### src/rtl/riot_timer_ctrl.sv
// Bus-side control for the 6532 interval timer: register decode, timer load strobes,
// timer/PA7 interrupt flags and enables, IRQ_N generation and read-data mux.
module riot_timer_ctrl #(
    parameter int SYNC_STAGES = 2
) (
    input  logic       CLK,
    input  logic       RES_N,
    input  logic       ACC,
    input  logic       R_W,
    input  logic [4:0] A,
    input  logic [7:0] DIN,
    input  logic       PA7,
    input  logic [7:0] TIM_OUT,
    output logic       TIM_WE,
    output logic [1:0] TIM_MODE,
    output logic [7:0] TIM_IN,
    output logic [7:0] DOUT,
    output logic       HIT,
    output logic       IRQ_N
);

    logic dec, wr_tim, wr_edge, rd_tim, rd_flg;
    logic zero_det, pa7_s, pa7_edge;

    logic                   tflag_q, tflag_d;
    logic                   pflag_q, pflag_d;
    logic                   tie_q, tie_d;
    logic                   pie_q, pie_d;
    logic                   epos_q, epos_d;
    logic                   arm_q, arm_d;
    logic                   pa7_d_q;
    logic                   irq_q, irq_d;
    logic [SYNC_STAGES-1:0] sync_q, sync_d;
    logic [7:0]             dout_mux;

    assign dec     = ACC & A[2];
    assign wr_tim  = dec & ~R_W & A[4];
    assign wr_edge = dec & ~R_W & ~A[4];
    assign rd_tim  = dec & R_W & ~A[0];
    assign rd_flg  = dec & R_W & A[0];

    assign TIM_WE   = wr_tim;
    assign TIM_MODE = A[1:0];
    assign TIM_IN   = DIN;
    assign HIT      = rd_tim | rd_flg;

    // TIM_OUT still shows the pre-load count during the load cycle, so ignore it then
    assign zero_det = arm_q & ~wr_tim & (TIM_OUT == 8'h00);

    assign sync_d   = {sync_q[SYNC_STAGES-2:0], PA7};
    assign pa7_s    = sync_q[SYNC_STAGES-1];
    assign pa7_edge = epos_q ? (pa7_s & ~pa7_d_q) : (~pa7_s & pa7_d_q);

    always_comb begin
        tflag_d = tflag_q;
        arm_d   = arm_q;
        tie_d   = tie_q;
        pie_d   = pie_q;
        epos_d  = epos_q;
        pflag_d = pflag_q;

        // Load beats zero detect; zero detect beats a read clear
        if (wr_tim) begin
            tflag_d = 1'b0;
            arm_d   = 1'b1;
        end else if (zero_det) begin
            tflag_d = 1'b1;
            arm_d   = 1'b0;
        end else if (rd_tim) begin
            tflag_d = 1'b0;
        end

        if (wr_tim | rd_tim) tie_d = A[3];

        if (wr_edge) begin
            epos_d = A[0];
            pie_d  = A[1];
        end

        if (pa7_edge)    pflag_d = 1'b1;
        else if (rd_flg) pflag_d = 1'b0;

        irq_d = (tflag_d & tie_d) | (pflag_d & pie_d);
    end

    always_ff @(posedge CLK or negedge RES_N) begin
        if (!RES_N) begin
            tflag_q <= 1'b0;
            pflag_q <= 1'b0;
            tie_q   <= 1'b0;
            pie_q   <= 1'b0;
            epos_q  <= 1'b0;
            arm_q   <= 1'b0;
            pa7_d_q <= 1'b0;
            irq_q   <= 1'b0;
            sync_q  <= '0;
        end else begin
            tflag_q <= tflag_d;
            pflag_q <= pflag_d;
            tie_q   <= tie_d;
            pie_q   <= pie_d;
            epos_q  <= epos_d;
            arm_q   <= arm_d;
            pa7_d_q <= pa7_s;
            irq_q   <= irq_d;
            sync_q  <= sync_d;
        end
    end

    // IRQ_N comes straight off a flop so it cannot glitch
    assign IRQ_N = ~irq_q;

    always_comb begin
        dout_mux = 8'h00;
        if (rd_tim)      dout_mux = TIM_OUT;
        else if (rd_flg) dout_mux = {tflag_q, pflag_q, 6'b0};
    end

    assign DOUT = RES_N ? dout_mux : 8'h00;

endmodule

### config.mk
export PLATFORM = sky130hd
export DESIGN_NAME = riot_timer_ctrl
export DESIGN_NICKNAME = d
export VERILOG_FILES = /design/src/rtl/riot_timer_ctrl.sv
export SDC_FILE = /design/constraint.sdc
export NUM_CORES = 1
export LEC_CHECK = 0
export BUFFER_PORTS_ARGS = -buffer_cell sky130_fd_sc_hd__buf_2
export CELL_PAD_IN_SITES_DETAIL_PLACEMENT = 1
export CELL_PAD_IN_SITES_GLOBAL_PLACEMENT = 2
export CORE_MARGIN = 2
export CORE_UTILIZATION = 17
export CTS_CLUSTER_DIAMETER = 40
export DETAILED_ROUTE_END_ITERATION = 10
export PLACE_DENSITY_LB_ADDON = 0.1
export REMOVE_ABC_BUFFERS = 1
export SETUP_SLACK_MARGIN = 0.02
export SLEW_MARGIN = 15
export SYNTH_ARGS = -nofsm -noshare
export SYNTH_HDL_FRONTEND = slang
export SYNTH_SLANG_ARGS = --single-unit
### constraint.sdc
create_clock -name CLK -period 1.05 [get_ports CLK]
set_input_delay 0.21 -clock CLK [delete_from_list [all_inputs] [get_ports CLK]]
set_output_delay 0.21 -clock CLK [all_outputs]
set_load 0.01 [all_outputs]
**Word-level counts from Yosys, hierarchy flattened**

Index checks and enable logic that the tools add are counted.

- Bits in latches: 0
- Memories: 0
- Memory bits (writable): 0
- Register bits after elaboration: 10
- ROM bits: 0

- Bitwise logic cells: 23
- Multiply operators: 0
- Shift-type cells: 0
- Equality and inequality tests: 0
- Divide/modulo/power cells: 0
- Order comparisons: 0
- Reductions and logical operators: 2
- $add $sub $neg: 0
- Mux-type cells: 13

Operators by type and width:

| operator | count |
|---|---|
| 8-bit two-way mux | 3 |
| 1-bit AND | 13 |
| 1-bit two-way mux | 10 |
| 8-bit zero test | 1 |
| 1-bit NOT | 7 |
| 1-bit bitwise OR | 3 |
| 2-bit nonzero test | 1 |

**Logic depth before layout (Yosys ltp)**

- Depth in word-level cells: 10
- Depth in mapped cells: 4

**Worst setup path before layout**

Ideal clock, no wire load.

- Kind: in2reg
- From: input TIM_OUT[2]
- To: register irq_q
- Required time: 985 ps
- Data arrival time: 1,134 ps
- Path slack: -150 ps
- Setup time: 65 ps
- Path buffers: 0
- Stages on the path: 4
- Cells stage by stage: or4_1 -> nor2_1 -> a32o_2 -> a22o_1

- Cells in the longest elaborated chain, start to end: 6

Ends and longest elaborated chain:

| element | line | source |
|---|---|---|
| start: declaration | 13 | `input logic [7:0] TIM_OUT,` |
| 8-bit zero test | 48 | `assign zero_det = arm_q & ~wr_tim & (TIM_OUT == 8'h00);` |
| 1-bit AND | 48 |  |
| 1-bit two-way mux | 66 | `end else if (zero_det) begin` |
| 1-bit two-way mux | 63 | `if (wr_tim) begin` |
| net tflag_d | 25 | `logic tflag_q, tflag_d;` |
| 1-bit AND | 83 | `irq_d = (tflag_d & tie_d) \| (pflag_d & pie_d);` |
| 1-bit bitwise OR | 83 |  |
| net irq_d | 32 | `logic irq_q, irq_d;` |
| end signal: assignment | 105 | `irq_q <= irq_d;` |
| end: declaration | 32 |  |

The timed path passes the listed nets, and every way through them passes these cells.
A chain may end at the register's enable or synchronous reset.

**Final worst setup path**

- From: register tflag_q
- To: output DOUT[7]

- Cells in the longest elaborated chain, start to end: 3

Ends and longest elaborated chain:

| element | line | source |
|---|---|---|
| start: declaration | 25 |  |
| start signal: assignment | 98 | `tflag_q <= tflag_d;` |
| 8-bit two-way mux | 116 | `else if (rd_flg) dout_mux = {tflag_q, pflag_q, 6'b0};` |
| 8-bit two-way mux | 115 | `if (rd_tim) dout_mux = TIM_OUT;` |
| 8-bit two-way mux | 119 | `assign DOUT = RES_N ? dout_mux : 8'h00;` |
| end: declaration | 17 | `output logic [7:0] DOUT,` |

Every way passes these cells.

==> metrics <==
status complete, but fails checks; failing checks setup timing; RSZ-0062 raised after global routing true; Period Utilization, post-route 1.143; critical path arrival ~1 ns; Max Slew Vio Count 0; std cell rows 20; Global Route Usage Sum 0.09087; initial antenna violation count 0; Yosys top cell by area dfrtp_1; largest net degree at the start of global routing 11; hold path startpoint PA7; worst r2r src pa7_d_q$_DFF_PN0_; setup violators final 10; area delta synth->final 71.36%; Slowest cell on crit path dfrtp_1; clock share of power 0.331; Starting Density 0.1802; Worst Hold Class in -> reg; post-synthesis sequential area ratio 0.4474; Worst path top cell family by delay flip-flops; Lkg Pwr between 0.0004 and 0.0005 uW; router iterations before antenna repair 2; CP Capture Type output port; fraction of layout cells with a size suffix above 1 0.6632; DPL Wire Length 1344 um; Die X slightly above 60 um; clk_skew 0.003630 ns; Initial DRC Count 13; first-pass GRT wire length about 2500 um; CP peak stage delay 0.40 ns; Crit Path Category reg -> out; Switching Share 0.2416; Period minus WS final approximately 1.2 ns; Max Freq 833.4 MHz; n_diodes 0; Pwr Total 1034 uW; via count between 500 and 600; register bit total from synthesis 10; max FFs per register 2; Clk Latency, worst-skew pair around 0.26 ns; vias in the first global route about 540; Pwr Density approximately 1100 nW/um2; TritonCTS clock tree built; slack of the critical path -0.1499 ns; sequential share of power 0.441; reg2reg setup slack -0.06 ns; Yosys cell types 21; clock-pin transition on the worst setup and hold timing paths roughly 0.070 ns; H-tree Lvls 1; final estimated routing congestion in global placement roughly 0.62; max-cap violations 0; Worst Setup SP tflag_q$_DFF_PN0_; DR DRC count 0; Crit Path Max Fanout 2; largest reg by FF count sync_q; mean area per synthesized cell roughly 10 um2; Pint between 700 and 800 uW; Post-DP Area ~760 um2; Mapped Area ~560 um2; Ports 47; global route overflow 0; Slew headroom 0.8673; Worst EP required 0.84 ns; Num CTS Buffers 3; Via density between 3 and 4; Post-Layout Inst Area roughly 960 um2; combinational share of power 0.228; final core occ 0.3089; WL final approximately 1600 um; Slew @ Worst Pin between 0.15 and 0.2 ns; clock sink total 10; DR WL/cell 11.80 um; top post-synthesis cells by area dfrtp_1 45%, buf_4 13%, mux2_2 6.0%; Fin. Hold Viols 0; yosys warns 0; Bufs and invs on worst path 1; CP cell instances mux2i_1 -> nor2_1 -> buf_2; post-route ant nets 0; top cell type's share of synthesized area 0.4474; Worst Setup Start Kind register; Net Switching about 250 uW; Die ar. 3764 um2; post-layout net count between 100 and 150; CORE AREA just over 3000 um2; count of input and output buffers 30; Gate Count Post-Synth between 50 and 60; Root Buffer clkbuf_4; Worst IR Drop VDD between 400 and 500 uV; Die Height approximately 61 um; Max Buffers Root-to-Sink 2
-- kinds of logic (layout without fill, tap and decap cells) --
logic type / Yosys count / count (layout) / synth area share
AOI/OAI and AO/OA: 5 / 5 / 0.07383
buffers and inverters: 13 / 52 / 0.1544
DFF: 10 / 10 / 0.4474
muxes: 5 / 5 / 0.09619
and+or+nand+nor: 23 / 23 / 0.2282
-- layer usage --
| layer | share of wire | GRT usage |
|---|---|---|
| met1 | 0.43 | 0.1157 |
| met4 | 0 | 0.02736 |
| met2 | 0.48 | 0.1398 |
| met3 | 0.084 | 0.03992 |
| met5 | 0 | 0 |
-- timing repair --
item,CTS,global route
setup buffers,3,3
pin swaps,9,14
hold endpoints to repair,10,0
setup endpoints to repair,10,13
gates resized for setup,16,13
hold buffers,1,0
-- cells in the mapped netlist (all sizes together) --
| cell type | number |
|---|---|
| a32o | 1 |
| o21bai | 1 |
| or4 | 2 |
| buf | 10 |
| nand3 | 1 |
| o21ai | 1 |
| nor2 | 5 |
| and2 | 6 |
| nand2 | 4 |
| a211o | 1 |
| and3 | 1 |
| mux2i | 2 |
| mux2 | 3 |
| nor3b | 1 |
| dfrtp | 10 |
| a22o | 1 |
| nor2b | 2 |
| nor3 | 1 |
| inv | 3 |
-- worst register-to-register path, cell delays in order, from the launching register on --
cell     delay, ns
dfrtp_1       0.37
nor3b_1       0.14
a211o_1       0.31
a22o_1        0.19
-- layout make-up --
cell class / count / area [um2]
Clock buffer: 4 / 36.28
Sequential cell: 10 / 250.2
Timing Repair Buffer: 45 / 341.6
Multi-Input combinational cell: 33 / 264.0
Tap cell: 44 / 55.05
Fill cell: 390 / 2145
Inverter: 3 / 11.26
-- power by group through the flow --
stage / Sequential, uW / Clock, uW / Combinational, uW
after detailed placement: 465 / 0 / 194
after global routing: 463 / 382 / 262
after global placement: 465 / 0 / 193
after floorplan: 457 / 0 / 85.3
after CTS: 457 / 360 / 226
final: 456 / 342 / 236
-- stage by stage --
| stage | std cells | setup WS, ns | TNS [ns] | hold WS (ns) |
|---|---|---|---|---|
| after global placement | 130 | -0.3489 | -3.508 | 0.1621 |
| after global routing | 139 | -0.2195 | -1.471 | 0.03026 |
| after floorplan | 46 | -0.1496 | -0.5351 | -0.08559 |
| after CTS | 138 | -0.1506 | -0.9911 | 0.03682 |
| after detailed placement | 130 | -0.3555 | -3.362 | 0.1693 |
| final | 139 | -0.1499 | -0.8938 | 0.04919 |
-- cell usage in the layout (no fill, tap or decap), drive strengths merged --
master and count:
a211o 1, a22o 1, a32o 1, and2 6, and3 1, buf 44
clkbuf 4, dfrtp 10, dlygate4sd3 1, inv 3, mux2 3, mux2i 2
nand2 4, nand3 1, nor2 5, nor2b 2, nor3 1, nor3b 1
o21ai 1, o21bai 1, or4 2
-- path summary, 6_finish.rpt --
| kind | to | cells after the start |
|---|---|---|
| max in group asynchronous | tflag_q$_DFF_PN0_ | 3 |
| worst max register to register | irq_q$_DFF_PN0_ | 3 |
| worst min-delay path | sync_q[0]$_DFF_PN0_ | 1 |
| worst max-delay path | DOUT[7] | 3 |
| worst min register to register | sync_q[1]$_DFF_PN0_ | 0 |
| min in group asynchronous | pie_q$_DFF_PN0_ | 3 |
No activity file was read; power rests on OpenSTA's default activity.
